### src/rtl/store_check_responder.sv
// rtl/store_check_responder.sv - store-bus responder that logs stores and decides pass/fail/timeout
//
// Purpose: sits on the core's store interface. Every store made while running is
// logged in a first-word-fall-through FIFO, and the test outcome is decided in
// hardware from the store stream.
//
// Optional feature: define STORECHK_TIMEOUT_EN to build the RUN-state timeout
// (fail_code 3). When it is undefined the block waits indefinitely for a deciding store.
//
// Ports:
//   clk, reset                   rising-edge clock, synchronous active-high reset
//   MemWrite, DataAdr, WriteData store strobe, byte address and data from the core
//   done, pass, fail             registered outcome flags
//   fail_code                    0 none, 1 bad address, 2 bad pass data, 3 timeout
//   fail_adr, fail_data          the store that caused the fail (0 on timeout)
//   cycle_count                  cycles spent in RUN, saturating, frozen once decided
//   log_rd_en                    pop the log head
//   log_valid, log_adr, log_data log head (first-word-fall-through)
//   log_overflow                 sticky, a store was dropped because the log was full
module store_check_responder #(
    parameter logic [31:0] PASS_ADDR      = 32'd100,
    parameter logic [31:0] PASS_DATA      = 32'd25,
    parameter logic [31:0] ALLOW_ADDR     = 32'd96,
    parameter int          TIMEOUT_CYCLES = 200,
    parameter int          LOG_DEPTH      = 8,
    parameter int          CNT_W          = 16
) (
    input  logic             clk,
    input  logic             reset,
    input  logic             MemWrite,
    input  logic [31:0]      DataAdr,
    input  logic [31:0]      WriteData,
    output logic             done,
    output logic             pass,
    output logic             fail,
    output logic [1:0]       fail_code,
    output logic [31:0]      fail_adr,
    output logic [31:0]      fail_data,
    output logic [CNT_W-1:0] cycle_count,
    input  logic             log_rd_en,
    output logic             log_valid,
    output logic [31:0]      log_adr,
    output logic [31:0]      log_data,
    output logic             log_overflow
);

    localparam int AW = $clog2(LOG_DEPTH);
    localparam logic [AW:0]      DEPTH_V  = (AW+1)'(LOG_DEPTH);
    localparam logic [CNT_W-1:0] TO_LIMIT = CNT_W'(TIMEOUT_CYCLES - 1);
`ifdef STORECHK_TIMEOUT_EN
    localparam bit TO_EN = 1'b1;
`else
    localparam bit TO_EN = 1'b0;
`endif

    typedef enum logic [1:0] {ST_RUN, ST_PASS, ST_FAIL} state_t;

    state_t      state, state_nx;
    logic [1:0]  code_nx;
    logic [31:0] fadr_nx, fdata_nx;
    logic        timeout_hit;

    // With the feature disabled TO_EN is a constant 0 and the comparator folds away.
    assign timeout_hit = TO_EN && (cycle_count == TO_LIMIT);

    always_comb begin
        state_nx = state;
        code_nx  = fail_code;
        fadr_nx  = fail_adr;
        fdata_nx = fail_data;
        if (state == ST_RUN) begin
            if (MemWrite && DataAdr == PASS_ADDR) begin
                if (WriteData == PASS_DATA) begin
                    state_nx = ST_PASS;
                end else begin
                    state_nx = ST_FAIL;
                    code_nx  = 2'd2;
                    fadr_nx  = DataAdr;
                    fdata_nx = WriteData;
                end
            end else if (MemWrite && DataAdr != ALLOW_ADDR) begin
                state_nx = ST_FAIL;
                code_nx  = 2'd1;
                fadr_nx  = DataAdr;
                fdata_nx = WriteData;
            end else if (timeout_hit) begin
                // Reached only when no store decided this edge: stores beat the timeout.
                state_nx = ST_FAIL;
                code_nx  = 2'd3;
                fadr_nx  = 32'd0;
                fdata_nx = 32'd0;
            end
        end
    end

    always_ff @(posedge clk) begin
        if (reset) begin
            state       <= ST_RUN;
            fail_code   <= 2'd0;
            fail_adr    <= 32'd0;
            fail_data   <= 32'd0;
            cycle_count <= '0;
        end else begin
            state     <= state_nx;
            fail_code <= code_nx;
            fail_adr  <= fadr_nx;
            fail_data <= fdata_nx;
            // The deciding edge does not count, so a timeout freezes at TIMEOUT_CYCLES-1.
            if (state == ST_RUN && state_nx == ST_RUN && cycle_count != '1)
                cycle_count <= cycle_count + 1'b1;
        end
    end

    assign pass = (state == ST_PASS);
    assign fail = (state == ST_FAIL);
    assign done = pass | fail;

    // Store log
    logic [AW:0]  wp, rp;
    logic [63:0]  mem [LOG_DEPTH];
    logic         full, push, pop, push_ok;

    assign log_valid = (wp != rp);
    assign full      = ((wp - rp) == DEPTH_V);
    assign pop       = log_rd_en && log_valid;
    assign push      = MemWrite && (state == ST_RUN);
    // A pop on the same edge frees the slot, so a full log still accepts the push.
    assign push_ok   = push && (!full || pop);

    always_ff @(posedge clk) begin
        if (reset) begin
            wp           <= '0;
            rp           <= '0;
            log_overflow <= 1'b0;
        end else begin
            if (push_ok) wp <= wp + 1'b1;
            if (pop)     rp <= rp + 1'b1;
            if (push && !push_ok) log_overflow <= 1'b1;
        end
    end

    always_ff @(posedge clk) begin
        if (push_ok) mem[wp[AW-1:0]] <= {DataAdr, WriteData};
    end

    assign log_adr  = mem[rp[AW-1:0]][63:32];
    assign log_data = mem[rp[AW-1:0]][31:0];

endmodule

### config.mk
export PLATFORM = sky130hd
export DESIGN_NAME = store_check_responder
export DESIGN_NICKNAME = d
export VERILOG_FILES = /design/src/rtl/store_check_responder.sv
export SDC_FILE = /design/constraint.sdc
export NUM_CORES = 1
export LEC_CHECK = 0
export BUFFER_PORTS_ARGS = -buffer_cell sky130_fd_sc_hd__buf_4
export CORE_ASPECT_RATIO = 0.5
export CORE_MARGIN = 3
export CORE_UTILIZATION = 50
export CTS_CLUSTER_SIZE = 40
export DETAILED_ROUTE_END_ITERATION = 16
export GPL_ROUTABILITY_DRIVEN = 1
export GPL_TIMING_DRIVEN = 0
export PLACE_DENSITY_LB_ADDON = 0.25
export SLEW_MARGIN = 0
export SYNTH_ARGS = -nofsm -noshare
export SYNTH_HDL_FRONTEND = slang
export SYNTH_SLANG_ARGS = --single-unit
### constraint.sdc
create_clock -name clk -period 17.7 [get_ports clk]
set_clock_uncertainty 0.1 [all_clocks]
set_input_delay 2.655 -clock clk [delete_from_list [all_inputs] [get_ports clk]]
set_output_delay 2.655 -clock clk [all_outputs]
set_load 0.05 [all_outputs]
==> impl_metrics.yaml <==
worst_setup_path:
  arrival_ns: 3.39
  worstSetupStartpointType: "flop"
  critPathKind: "flop to output pin"
  cp.required_ns: 14.95
  path_max_fanout: 10
  critPathCaptureType: "output pin"
yosys:
  synth_edf_count: 512
  yosys.area_share.simple_pct: 4.723
  synth-seq-area-share_pct: 74.79
  synth_compound_area_share_pct: 2.543
  synthesis.instances: 1232
  postSynthAreaPerCell_sq_um: 18.77
  yosysUniqueCellTypes: 48
  synth_nets: 1309
  synthAdderAreaFrac_pct: 0.4869
  syn-cell-area_sq_mm: 0.02313
  synth_seq_cells: 608
  synth.area.mux_share_pct: 15.85
  async_reset_ff_share_pct: 0
  ys.flop_type: "edfxtp_1"
  synth_top_family_by_area: "multiplexers"
  synth_warnings: 0
  synth-xor-area-share_pct: 0.2651
clock_tree:
  htree_levels: 2
  clock_path_buffers: 3
  cts_buffers: 52
  clk_pin_slew_ns: 0.06
  postCtsHoldBufs: 0
  clk_latency_ns: 0.57
  cts_resized: 0
  cts_setup_buffers: 0
  cts.sinks: 608
  cts-root-buf: "clkbuf_16"
  cts_tree: "done"
route:
  ant_nets: 0
  routed-via-count: 12780
  drt_wl_total_um: 55030
  wl_per_cell_um: 24.93
  drc: 0
  drt-pass1-iter-count: 5
  drt_iter0_markers: 1342
  viasPerCell: 5.791
placed_design:
  gp_congestion: 0.8191
  port_buffers: 218
  hpwl_um: 37160
timing:
  fin_crit_ns: 6.141
  tns_ns: 0
  finalMaxSlewViolations: 0
  finalCritPeriodShare_pct: 34.70
  tightestPinTransition_ns: 1.110
  fmax_ghz: 0.1628
  rsz0062_at_grt: "no"
  setup_viol: 0
  hold_viol_final: 0
  relSlewSlack_pct: 25.98
floorplan:
  die_w_um: 310.2
  rows: 55
  core_sq_mm: 0.04542
  io_pins: 219
  die-area_sq_mm: 0.04903
  start_util_pct: 50.92
  die_h_um: 158.1
power_and_ir_drop:
  ir_drop_mv: 0.08428
  power_mw: 3.902
  power_per_cell_area_mw_per_mm2: 139.6
  power.leakage_nw: 9.404
grt:
  overflow: 0
  grt_pass1_wl_um: 82610
  grt_max_degree: 51
  grt_pass1_vias: 13246
  grt_usage_pct: 22.76
  antenna_found_initial: 0
hold_path:
  hold_path_class: "flop to flop"
run:
  cap_violations: 0
cells_and_area:
  final_common_cell: "edfxtp_1"
  antenna_cells: 0
  num-fill-cells: 3238
  areaGrowthSynthToFinish_pct: 20.88
  nNetsFinal: 1643
  final_cell_mix: "edfxtp_1 (512), buf_4 (242), nand2_1 (140)"
  layout-drive-gt1-share_pct: 36.42
outcome:
  status: "complete, no violations"
==> Yosys cell counts, types with 2 or more instances <==
cell	number	area share (%)
edfxtp_1	512	66
nand2_1	140	2.3
mux4_2	128	12
dfxtp_1	96	8.3
a21oi_1	79	1.7
mux2_2	64	3.1
clkbuf_1	38	0.62
nor2_1	22	0.36
buf_2	15	0.32
o21ai_0	13	0.28
nand4_1	10	0.27
nor3_1	10	0.22
or3_1	10	0.27
ha_1	9	0.49
inv_1	9	0.15
nor4_1	9	0.24
nand3_1	8	0.17
buf_4	5	0.16
mux2i_1	5	0.22
xnor2_1	5	0.19
nor4b_1	4	0.15
and3_1	3	0.081
buf_1	3	0.049
nor2b_1	3	0.081
o31ai_1	3	0.097
or4_1	3	0.097
nand2b_1	2	0.054
nor4_2	2	0.11
o2111ai_1	2	0.076
xor2_1	2	0.076
==> report_power, final <==
| part | switching, mW | internal, mW | total, mW | leakage [nW] |
|---|---|---|---|---|
| sequential | 0.0241 | 1.64 | 1.66 | 5.42 |
| combinational | 0.658 | 0.421 | 1.08 | 3.13 |
| clock | 0.504 | 0.660 | 1.16 | 0.851 |
==> flip-flops by register name, indices dropped and copies added (netlist names), named ones only <==
name,cells
fail_adr,32
fail_data,32
fail_code,2
state,2
rp,4
mem,512
cycle_count,16
log_overflow,1
wp,4
==> final cells by class <==
type	instances	area [sq um]	share of cell area, %
Multi-Input combinational cell	553	5559	19.89
Clock inverter	28	296.5	1.061
Buffer	62	277.8	0.9936
Sequential cell	608	17300	61.87
Tap cell	598	748.2	2.676
Timing Repair Buffer	280	2306	8.249
Clock buffer	69	1438	5.143
Inverter	9	33.78	0.1208
==> path summary, 6_finish.rpt <==
| check | start | to | cells past startpoint | slack (ns) |
|---|---|---|---|---|
| hold / removal | fail_adr[6] | fail_adr[6] | 2 | 0.36 |
| setup / recovery | flop | log_adr[24] | 5 | 11.56 |
| setup reg to reg | wp[0] | mem[5][21] | 14 | 13.03 |
| hold reg to reg | fail_adr[6] | fail_adr[6] | 2 | 0.36 |
==> per-layer routing <==
layer  wire, um  global-route usage [%]  up-vias
met1      21510                   29.26     6634
met3       3054                   3.650       88
met5          0                       0        -
met2      28900                   40.48      479
li1           -                       -     5579
met4       1568                   6.788        0
==> kinds of logic after synthesis <==
kind of cell	count (synthesis)
mux	198
simple gates	233
compound gates	106
xor+xnor	7
fa+ha+maj	9
flops	608
buf+inv	71
==> worst max-delay path, cell delays in order (launching register included) <==
cell and delay (ns):
dfxtp_1 0.32, clkbuf_1 0.62, buf_1 0.74, mux4_2 0.63
mux2_2 0.30, buf_4 0.19
==> stage by stage <==
stage / area, sq um / std cells / hold slack (ns) / utilization (%) / worst slack (ns)
floorplan: 23130 / 1232 / 0.3609 / - / 6.863
global placement: 25510 / 2048 / 0.3416 / 56.17 / 0.03793
detailed placement: 26220 / 2110 / 0.3470 / 57.73 / 11.43
CTS: 27960 / 2207 / 0.3556 / 61.55 / 11.50
global route: 27960 / 2207 / 0.3748 / 61.55 / 11.36
finish: 27960 / 2207 / 0.3554 / 61.55 / 11.56
No activity file was read; power rests on OpenSTA's default activity.
